==> src/rtl/screen_scanout.sv <==
// Frame-buffer scan-out for the Hack SCREEN region: fetches each 16-bit word
// and serialises it LSB-first as pixels under a valid/ready handshake.
module screen_scanout #(
   parameter logic [14:0] BASE_ADDR     = 15'd16384,
   parameter int          WORDS_PER_ROW = 32,
   parameter int          ROWS          = 256
) (
   input  logic        clk,
   input  logic        rst_n,
   input  logic        start,
   input  logic        abort,
   output logic [14:0] mem_address,
   input  logic [15:0] mem_out,
   output logic        pixel,
   output logic        pixel_valid,
   input  logic        pixel_ready,
   output logic        row_start,
   output logic        frame_done,
   output logic        busy
);

   localparam logic [12:0] LAST_WORD = 13'(WORDS_PER_ROW * ROWS - 1);

   typedef enum logic [1:0] {
      IDLE  = 2'd0,
      FETCH = 2'd1,
      SHIFT = 2'd2,
      DONE  = 2'd3
   } state_t;

   state_t      state_r;
   logic [12:0] word_cnt_r;
   logic [3:0]  bit_cnt_r;
   logic [15:0] shift_r;
   logic [14:0] mem_address_r;
   logic        pixel_valid_r;
   logic        row_start_r;
   logic        frame_done_r;
   logic        busy_r;

   logic [12:0] word_inc_s;
   logic        last_word_s;
   logic        accept_s;
   logic        row_head_s;

   // Handshake and word-position decode
   always_comb begin
      word_inc_s  = word_cnt_r + 13'd1;
      last_word_s = (word_cnt_r == LAST_WORD);
      accept_s    = pixel_valid_r & pixel_ready;
      row_head_s  = ((int'(word_cnt_r) % WORDS_PER_ROW) == 0);
   end

   // Scan-out FSM with all outputs held in registers
   always_ff @(posedge clk or negedge rst_n) begin
      if (!rst_n) begin
         state_r       <= IDLE;
         word_cnt_r    <= 13'd0;
         bit_cnt_r     <= 4'd0;
         shift_r       <= 16'd0;
         mem_address_r <= BASE_ADDR;
         pixel_valid_r <= 1'b0;
         row_start_r   <= 1'b0;
         frame_done_r  <= 1'b0;
         busy_r        <= 1'b0;
      end else if (abort) begin
         // Cancel wins over start and over a completing handshake
         state_r       <= IDLE;
         word_cnt_r    <= 13'd0;
         bit_cnt_r     <= 4'd0;
         shift_r       <= 16'd0;
         mem_address_r <= BASE_ADDR;
         pixel_valid_r <= 1'b0;
         row_start_r   <= 1'b0;
         frame_done_r  <= 1'b0;
         busy_r        <= 1'b0;
      end else begin
         case (state_r)
            IDLE: begin
               frame_done_r  <= 1'b0;
               mem_address_r <= BASE_ADDR;
               if (start) begin
                  state_r    <= FETCH;
                  word_cnt_r <= 13'd0;
                  busy_r     <= 1'b1;
               end
            end
            FETCH: begin
               shift_r       <= mem_out;
               bit_cnt_r     <= 4'd0;
               pixel_valid_r <= 1'b1;
               row_start_r   <= row_head_s;
               state_r       <= SHIFT;
            end
            SHIFT: begin
               if (accept_s) begin
                  shift_r     <= {1'b0, shift_r[15:1]};
                  bit_cnt_r   <= bit_cnt_r + 4'd1;
                  row_start_r <= 1'b0;
                  if (bit_cnt_r == 4'd15) begin
                     pixel_valid_r <= 1'b0;
                     if (last_word_s) begin
                        state_r       <= DONE;
                        frame_done_r  <= 1'b1;
                        word_cnt_r    <= 13'd0;
                        mem_address_r <= BASE_ADDR;
                     end else begin
                        state_r       <= FETCH;
                        word_cnt_r    <= word_inc_s;
                        mem_address_r <= BASE_ADDR + {2'b00, word_inc_s};
                     end
                  end
               end
            end
            DONE: begin
               frame_done_r <= 1'b0;
               busy_r       <= 1'b0;
               state_r      <= IDLE;
            end
            default: begin
               state_r       <= IDLE;
               word_cnt_r    <= 13'd0;
               bit_cnt_r     <= 4'd0;
               shift_r       <= 16'd0;
               mem_address_r <= BASE_ADDR;
               pixel_valid_r <= 1'b0;
               row_start_r   <= 1'b0;
               frame_done_r  <= 1'b0;
               busy_r        <= 1'b0;
            end
         endcase
      end
   end

   // Shifted-out bits are zero, so bit 0 reads 0 whenever no pixel is offered
   assign pixel       = shift_r[0];
   assign mem_address = mem_address_r;
   assign pixel_valid = pixel_valid_r;
   assign row_start   = row_start_r;
   assign frame_done  = frame_done_r;
   assign busy        = busy_r;

endmodule
==> config.mk <==
export PLATFORM = sky130hd
export DESIGN_NAME = screen_scanout
export DESIGN_NICKNAME = d
export VERILOG_FILES = /design/src/rtl/screen_scanout.sv
export SDC_FILE = /design/constraint.sdc
export NUM_CORES = 1
export LEC_CHECK = 0
export CAP_MARGIN = 30
export CORE_MARGIN = 1.5
export CORE_UTILIZATION = 35
export CTS_BUF_LIST = sky130_fd_sc_hd__clkbuf_8
export DETAILED_ROUTE_END_ITERATION = 6
export PLACE_DENSITY = 0.61
export SYNTH_ARGS = -nofsm -noshare
export SYNTH_HDL_FRONTEND = slang
export SYNTH_SLANG_ARGS = --single-unit
export TNS_END_PERCENT = 30
==> constraint.sdc <==
create_clock -name clk -period 5 [get_ports clk]
set_input_delay 0.5 -clock clk [delete_from_list [all_inputs] [get_ports clk]]
set_output_delay 0.5 -clock clk [all_outputs]
set_load 0.005 [all_outputs]
==> run_results.csv <==
group,metric,value,unit
clock_tree,cts_sinks,52,
finish,num_antenna_cells,0,
sta,drv_slew,0,
finish,seqCellArea,0.00130,mm^2
power,peakVddDrop,0.151,mV
power,p_leak,0.00150,uW
placed_design,dp_hpwl,4130,um
worst_setup_path,crit_type,"in2reg",
global_routing,grt_pass1_vias,2138,
finish,layout.nets,320,
clock_tree,clkLatencyLatePin,0.31,ns
sta,fmax,401,MHz
power,power,989,uW
finish,drive_gt1_frac,0.130,
finish,final_common_cell,"dfrtp_1",
yosys,avgSynthCellArea,10.8,um^2
finish,area_delta_synth_final,17.1,%
sta,setup_violations,0,
sta,fin_crit_sh,0.499,
clock_tree,clockBufferDepth,2,
worst_setup_path,cp_slowest_cell,"clkdlybuf4s50_1",
floorplanning,start_util,0.367,
floorplanning,io_pins,41,
yosys,ys.flop_type,"dfrtp_1",
clock_tree,post-cts-setup-buffers,0,
global_routing,grt_use_total,0.148,
clock_tree,cts_hold_buf,0,
finish,finalInstanceArea,0.00335,mm^2
floorplanning,dieHeight,93.4,um
yosys,ys_types,54,
finish,postLayoutCoreUtil,0.429,
detailed_routing,first_pass_iters,5,
clock_tree,cts_buffers,5,
placed_design,io_buffers,38,
yosys,synth_top_area_share,0.455,
floorplanning,die-area,0.00873,mm^2
global_routing,overflow,0,
detailed_routing,drc,0,
floorplanning,rows,32,
run_status,outcome,"finished clean",
finish,fillers,767,
yosys,synth_nets,294,
min_path,min_path_type,"in2async",
worst_setup_path,cp_cell_sequence,"clkdlybuf4s50_1 > nand2b_4 > a41oi_4 > nand4_2 > o311ai_1",
global_routing,antenna_found_initial,0,
sta,tightest_slew,1.05,ns
sta,worst_clock_skew,0.00976,ns
yosys,yosys.area.top_type,"dfrtp_1",
sta,fin_hold_ws,0.295,ns
yosys,synth_area,0.00286,mm^2
global_routing,grt_pass1_wl,10300,um
worst_setup_path,start_kind,"input port",
flow_run,drv_cap,0,
global_routing,grt_max_degree,53,
placed_design,place_area,0.00324,mm^2
clock_tree,root_buffer,"clkbuf_8",
yosys,yosysSeqAreaShare,0.455,
placed_design,gp_congestion,0.824,
sta,slew_headroom,0.301,
worst_setup_path,slowest_delay,0.61,ns
worst_setup_path,reg2reg_setup_slack,2.52,ns
detailed_routing,ant_nets,0,
yosys,syn_inst,266,
floorplanning,die_width,93.4,um
yosys,ys.warnings.count,0,
detailed_routing,route.vias.total,2127,
yosys,synth-seq-cells,52,
yosys,async_flop_share,1.00,
detailed_routing,routed_wl,6100,um
yosys,synthTopCellsByArea,"dfrtp_1 45%, a222oi_1 4.9%, ha_1 3.1%, buf_6 2.8%, inv_1 2.8%",
worst_setup_path,path_max_fanout,11,
worst_setup_path,crit_arrival,2.70,ns
finish,final_cell_mix,"52 x dfrtp_1, 37 x clkdlybuf4s50_1, 21 x inv_1",
sta,hold_viol,0,
power,power_density,295,mW/mm^2
detailed_routing,drtIter0Drc,234,
clock_tree,post_cts_resized,0,
worst_setup_path,worst_ep_required_time,5.21,ns
clock_tree,htreeDepth,2,
clock_tree,tritoncts,"yes",
clock_tree,clk_pin_slew,0.10,ns
detailed_routing,wire_per_inst,15.4,um
sta,period_minus_slack,2.49,ns
sta,fin_tns_setup,0,ns
sta,rsz0062_at_grt,"no",
worst_setup_path,cp-end-kind,"flip-flop",
finish,multi_input_area,0.00133,mm^2
detailed_routing,vias_per_cell,5.38,
floorplanning,core_region_area,0.00781,mm^2
yosys,synth_edf_count,0,
report_power, final:
part / switching, uW / total (uW) / internal [uW]
registers: 25.9 / 482 / 456
clock network: 149 / 300 / 151
logic: 120 / 206 / 86.5
total: 295 / 989 / 694
final timing paths:
path,from,endpoint,cells after the start
max,abort,word_cnt_r[10]$_DFFE_PN0P_,5
min,rst_n,mem_address[5]$_DFFE_PN0P_,2
max reg2reg,word_cnt_r[0]$_DFFE_PN0P_,word_cnt_r[10]$_DFFE_PN0P_,5
min reg2reg,bit_cnt_r[3]$_DFFE_PN0P_,bit_cnt_r[3]$_DFFE_PN0P_,1
max in group asynchronous,rst_n,frame_done$_DFFE_PN0P_,2
min in group clk,bit_cnt_r[3]$_DFFE_PN0P_,bit_cnt_r[3]$_DFFE_PN0P_,1
cell families after synthesis:
logic type | count (synthesis) | share of synthesized area
AOI/OAI and AO/OA | 77 | 0.232
xor gates and xnor gates | 11 | 0.0337
adders and majority gates | 7 | 0.0306
buffers and inverters | 44 | 0.0826
DFF | 52 | 0.455
muxes | 4 | 0.0153
other | 2 | 0.00262
and+or+nand+nor | 69 | 0.148
layer usage:
metal  wire (um)  vias to the layer above  track usage
met5           0                        -            0
met4          70                        0       0.0417
met3         251                        8       0.0350
met2        2840                       47        0.238
met1        2940                     1035        0.197
li1            -                     1037            -
sequential cells by signal, summed over array words and instances (netlist names):
register and flops:
mem_address 13, row_start 1, state_r 2, shift_r 16, pixel_valid 1, busy 1
frame_done 1, bit_cnt_r 4, word_cnt_r 13
layout make-up:
class                           count  share of cell area
Inverter                           22              0.0246
Timing Repair Buffer               41               0.119
Sequential cell                    52               0.388
Multi-Input combinational cell    170               0.396
Clock buffer                        5              0.0205
Clock inverter                      3              0.0138
Tap cell                          102              0.0381
synth_stat cells, types with 3 or more instances:
cell	n
buf_4	3
a222oi_1	14
ha_1	7
o21ai_0	15
a21oi_1	4
inv_1	21
a22o_1	3
nand2_1	9
nand3_1	9
xor2_1	6
and3_1	3
nand2b_1	5
mux2_2	3
clkbuf_1	6
and4_1	3
o31ai_1	9
nor2_1	9
buf_2	6
dfrtp_1	52
and2_1	5
xnor2_1	5
o2bb2ai_1	7
or2_2	4
o211ai_2	5
nand4_1	6
buf_6	7
o21ai_1	5
critical path: cells and delay by family:
kind                   cells  cell delay, ns
buffers and inverters      1            0.61
AOI/OAI and AO/OA          2            0.82
and+or+nand+nor            2            0.76
per-stage QoR:
step                setup WS (ns)  std cells
global placement             2.21        386
finish                       2.51        395
CTS                          2.53        395
global route                 2.39        395
detailed placement           2.20        387
floorplan                    3.12        266
Power figures use the tool's default switching activity.
